$ cat config.mk
export PLATFORM = sky130hd
export DESIGN_NAME = el2_ifu_ic_arb
export DESIGN_NICKNAME = d
export VERILOG_FILES = /design/src/rtl/el2_ifu_ic_arb.sv
export SDC_FILE = /design/constraint.sdc
export NUM_CORES = 1
export LEC_CHECK = 0
export BUFFER_PORTS_ARGS = -buffer_cell sky130_fd_sc_hd__buf_2
export CAP_MARGIN = 20
export CORE_AREA = 2 2 109 111
export DETAILED_ROUTE_END_ITERATION = 16
export DIE_AREA = 0 0 111 113
export MAX_ROUTING_LAYER = met4
export PLACE_DENSITY_LB_ADDON = 0.12
export SETUP_SLACK_MARGIN = 0.5
export SYNTH_ARGS = -nofsm -noshare
export SYNTH_HDL_FRONTEND = slang
export SYNTH_SLANG_ARGS = --single-unit
$ cat constraint.sdc
create_clock -name clk_i -period 1.7 [get_ports clk_i]
set_clock_uncertainty 0.1 [all_clocks]
set_input_delay 0.085 -clock clk_i [delete_from_list [all_inputs] [get_ports clk_i]]
set_output_delay 0.085 -clock clk_i [all_outputs]
set_load 0.05 [all_outputs]
$ cat src/rtl/el2_ifu_ic_arb.sv
// Arbiter/sequencer sharing the I-cache array port between fetch reads,
// miss-fill beat writes and debug array accesses.
module el2_ifu_ic_arb #(
    parameter int FILL_BEATS = 8,
    parameter int ADDR_W     = 31
) (
    input  logic              clk_i,
    input  logic              rst_ni,
    input  logic              fetch_req_i,
    input  logic [ADDR_W-1:0] fetch_addr_i,
    output logic              fetch_gnt_o,
    input  logic              fill_valid_i,
    input  logic [ADDR_W-1:0] fill_addr_i,
    input  logic [1:0]        fill_way_i,
    output logic              fill_ready_o,
    output logic              fill_done_o,
    input  logic              dbg_req_i,
    input  logic              dbg_wr_i,
    input  logic [8:0]        dbg_addr_i,
    input  logic              dbg_tag_i,
    input  logic [1:0]        dbg_way_i,
    output logic              dbg_done_o,
    output logic [70:0]       dbg_rd_data_o,
    output logic [ADDR_W-1:0] ic_rw_addr_o,
    output logic              ic_rd_en_o,
    output logic [1:0]        ic_wr_en_o,
    output logic              ic_debug_rd_en_o,
    output logic              ic_debug_wr_en_o,
    output logic              ic_debug_tag_array_o,
    output logic [8:0]        ic_debug_addr_o,
    output logic [1:0]        ic_debug_way_o,
    input  logic [70:0]       ic_debug_rd_data_in_i,
    input  logic [1:0]        ic_eccerr_in_i,
    input  logic [1:0]        ic_parerr_in_i,
    input  logic              ic_tag_perr_in_i,
    input  logic              ecc_disable_i,
    output logic              rd_valid_o,
    output logic              rd_err_o
);

    localparam int CNT_W = $clog2(FILL_BEATS);
    localparam logic [CNT_W-1:0] LAST_BEAT = CNT_W'(FILL_BEATS - 1);

    typedef enum logic [1:0] {IDLE, FILL, DBG_RD, DBG_WAIT} state_e;

    state_e            state_q, state_d;
    logic [CNT_W-1:0]  beat_q, beat_d;
    logic              rd_valid_q;
    logic [70:0]       dbg_rd_data_q;

    logic fetch_go, fill_wr, fill_last, dbg_rd_go, dbg_wr_go, dbg_done;

    // Grants are gated by reset so every output is quiet while rst_ni is low.
    always_comb begin
        state_d   = state_q;
        beat_d    = beat_q;
        fetch_go  = 1'b0;
        fill_wr   = 1'b0;
        fill_last = 1'b0;
        dbg_rd_go = 1'b0;
        dbg_wr_go = 1'b0;
        dbg_done  = 1'b0;
        if (rst_ni) begin
            unique case (state_q)
                IDLE: begin
                    if (fill_valid_i) begin
                        fill_wr = 1'b1;
                        beat_d  = CNT_W'(1);
                        state_d = FILL;
                    end else if (dbg_req_i) begin
                        if (dbg_wr_i) begin
                            dbg_wr_go = 1'b1;
                            dbg_done  = 1'b1;
                        end else begin
                            dbg_rd_go = 1'b1;
                            state_d   = DBG_RD;
                        end
                    end else if (fetch_req_i) begin
                        fetch_go = 1'b1;
                    end
                end
                FILL: begin
                    if (fill_valid_i) begin
                        fill_wr = 1'b1;
                        if (beat_q == LAST_BEAT) begin
                            fill_last = 1'b1;
                            beat_d    = '0;
                            state_d   = IDLE;
                        end else begin
                            beat_d = beat_q + CNT_W'(1);
                        end
                    end
                end
                DBG_RD:   state_d = DBG_WAIT;
                DBG_WAIT: begin
                    dbg_done = 1'b1;
                    state_d  = IDLE;
                end
                default:  state_d = IDLE;
            endcase
        end
    end

    always_ff @(posedge clk_i or negedge rst_ni) begin
        if (!rst_ni) begin
            state_q       <= IDLE;
            beat_q        <= '0;
            rd_valid_q    <= 1'b0;
            dbg_rd_data_q <= '0;
        end else begin
            state_q    <= state_d;
            beat_q     <= beat_d;
            rd_valid_q <= fetch_go;
            // Array read latency is one cycle: data is valid while in DBG_RD.
            if (state_q == DBG_RD) begin
                dbg_rd_data_q <= ic_debug_rd_data_in_i;
            end
        end
    end

    assign fetch_gnt_o  = fetch_go;
    assign fill_ready_o = fill_wr;
    assign fill_done_o  = fill_last;
    assign dbg_done_o   = dbg_done;
    assign dbg_rd_data_o = dbg_rd_data_q;

    assign ic_rd_en_o   = fetch_go;
    assign ic_wr_en_o   = fill_wr ? fill_way_i : 2'b00;
    assign ic_rw_addr_o = fetch_go ? fetch_addr_i :
                          fill_wr  ? fill_addr_i  : '0;

    assign ic_debug_rd_en_o     = dbg_rd_go;
    assign ic_debug_wr_en_o     = dbg_wr_go;
    assign ic_debug_tag_array_o = (dbg_rd_go | dbg_wr_go) & dbg_tag_i;
    assign ic_debug_addr_o      = (dbg_rd_go | dbg_wr_go) ? dbg_addr_i : 9'd0;
    assign ic_debug_way_o       = (dbg_rd_go | dbg_wr_go) ? dbg_way_i : 2'b00;

    assign rd_valid_o = rd_valid_q;
    assign rd_err_o   = rd_valid_q & ((|(ic_eccerr_in_i & ~{2{ecc_disable_i}}))
                                      | (|ic_parerr_in_i) | ic_tag_perr_in_i);

endmodule

==> flow_metrics.tcl <==
set metrics [dict create \
    fin_setup_tns_ns -24.95 \
    ys.flop_type "dfrtp_1" \
    fp.coreArea_mm2 0.0113 \
    clock-sinks 77 \
    maxSlewViolCount 0 \
    synthMuxAreaShare 0.230 \
    grt_util_all_layers 0.236 \
    synth-seq-cells 77 \
    finalHoldViolCount 7 \
    ys_seq_area_frac 0.541 \
    async_flop_share 1.00 \
    yosysWarnings 0 \
    synthAdderAreaFrac 0.0281 \
    layout_setup_ws_ns -0.340 \
    syn_area_mm2 0.00356 \
    wire_per_inst_um 18.5 \
    placed_area_mm2 0.00562 \
    grt-ovfl-total 0 \
    hold_ws_ns -0.0187 \
    layout-drive-gt1-share 0.749 \
    crit_fanout 8 \
    max-slew-margin-rel 0.651 \
    yosys.area_share.simple 0.0608 \
    synth_edf_count 0 \
    ir_drop_v 0.00143 \
    nFillCells 783 \
    nets 838 \
    setup-violations-final 128 \
    dpl.hpwl_um 9140 \
    min_period_ns 2.04 \
    startpoint_type "register" \
    ant_nets 0 \
    synth_cell_type_count 33 \
    cts_made_buffers 9 \
    firstDrtPassIters 4 \
    cts_tree "built" \
    final_cell_mix "buf_2 (227), dfrtp_1 (77), dlygate4sd3_1 (72)" \
    die_y_um 113 \
    finalInstanceArea_mm2 0.00805 \
    status "finished with violations" \
    fmax_mhz 490 \
    drc 0 \
    drt_wl_total_um 15200 \
    failed_checks "hold timing, setup timing" \
    cts_buffer_depth 2 \
    die_w_um 111 \
    utilization 0.714 \
    cts_root_buffer "clkbuf_16" \
    cts.clk_slew.worst_paths_ns 0.07 \
    grt_pass1_vias 4258 \
    drt_iter0_drc 119 \
    initial_core_util 0.316 \
    pin_count 284 \
    htreeDepth 3 \
    leakagePower_uw 0.00400 \
    syn_avg_cell_area_um2 13.9 \
    routabilityCongestion 0.846 \
    areaGrowthSynthToFinish_pct 126 \
    rsz0062_at_grt "true" \
    dieArea_mm2 0.0125 \
    hp-class "primary input to async pin" \
    synth_xor_area_frac 0 \
    grt_max_degree 43 \
    final_cells 820 \
    antenna_found_initial 1 \
    layout_commonest_cell "buf_2" \
    finalCritPeriodShare 1.20 \
    max_cap_violations 0 \
    synthesis.nets 424 \
    clock_latency_ns 0.34 \
    dp_cells 692 \
    via_per_inst 4.71 \
    end_kind "output pin" \
    placement_rows 39 \
    p_per_area_mw_per_mm2 1890 \
    synth_compound_area_frac 0.104 \
    critical_path_arrival_ns 1.86 \
    crit_type "register to output pin" \
    required_ns 1.51 \
    syn_inst 257 \
    worstMarginPinSlew_ns 0.524 \
    via_count 3859 \
    grt_pass1_wl_um 22400 \
    port_buffers 283 \
    synth_top_family_by_area "multiplexers" \
]
[report_power, final]
group	internal, uW	total [uW]	switching, uW	leakage, uW
Sequential	2770	3240	471	0.000907
Combinational	4190	10000	5830	0.00295
Clock	1150	1940	792	0.000145
[worst paths after layout]
path | from | endpoint | depth (start not counted) | slack, ns
setup / recovery | state_q[0]$_DFFE_PN0P_ | ic_rw_addr_o[29] | 9 | -0.34
hold / removal | rst_ni | dbg_rd_data_o[11]$_DFFE_PN0P_ | 3 | -0.02
setup reg to reg | state_q[0]$_DFFE_PN0P_ | dbg_rd_data_o[53]$_DFFE_PN0P_ | 9 | -0.22
hold reg to reg | dbg_rd_data_o[35]$_DFFE_PN0P_ | dbg_rd_data_o[35]$_DFFE_PN0P_ | 1 | 0.40
max in group asynchronous | rst_ni | dbg_rd_data_o[45]$_DFFE_PN0P_ | 3 | 1.00
min in group clk_i | fill_valid_i | state_q[0]$_DFFE_PN0P_ | 4 | 0.22
[area by class of cell]
type	instances	area, um^2	area share
inverters	6	22.5	0.00280
repair buffers	420	3590	0.446
multi-input cells	157	2030	0.252
clock inverters	6	71.3	0.00886
well taps	143	179	0.0222
flip-flops and latches	77	1930	0.239
clock buffers	10	229	0.0285
diodes	1	2.50	0.000311
[synth_stat cells (2+ instances only)]
master    count  share of area
dfrtp_1      77           0.54
mux2_2       72           0.23
a22o_1       22          0.054
and2_1       14          0.025
buf_2        11          0.015
a22o_2        9          0.025
ha_1          8          0.028
inv_1         6         0.0063
nand2_1       4         0.0042
nor2_1        4         0.0042
buf_6         3         0.0095
clkbuf_1      2         0.0021
nor2b_1       2         0.0035
nor3_1        2         0.0028
o211a_1       2         0.0056
o21ai_0       2         0.0028
[cells by family after synthesis]
group | Yosys count
flops | 77
buf+inv | 23
mux | 73
fa+ha+maj | 8
compound gates | 42
simple gates | 34
[through the flow]
| step | total power [uW] | worst slack, ns |
|---|---|---|
| finish | 15200 | -0.340 |
| global placement | 10900 | -0.0658 |
| detailed placement | 11000 | -0.0865 |
| floorplan | 9170 | 0.0613 |
| CTS | 14800 | -0.358 |
| global route | 15900 | -0.409 |
[sequential cells by signal, indices dropped and copies added (netlist names)]
name,cells
beat_q,3
dbg_rd_data_o,71
rd_valid_o,1
state_q,2
[critical path, cell delays in order, from the launching register on]
cell and delay [ns]:
dfrtp_1 0.39, inv_2 0.07, ha_4 0.17, nand2_4 0.06, nor3_4 0.04, buf_6 0.13, buf_12 0.12, buf_16 0.14
a22o_4 0.25, buf_8 0.15
[timing repair]
item / in CTS / in global routing
cloned: 9 / 2
buffers inserted: 21 / 6
hold buffers: 72 / 1
setup endpoints to repair: 130 / 174
pin swaps: 10 / 8
gates resized for setup: 215 / 25
endpoints found under the hold margin: 148 / 1
[routing by layer]
layer	share of wire	GRT usage
met5	0	-
met2	0.56	0.443
met4	0.033	0.0925
met1	0.36	0.242
met3	0.052	0.0477
Note: power is estimated with default switching activity, not from simulation.
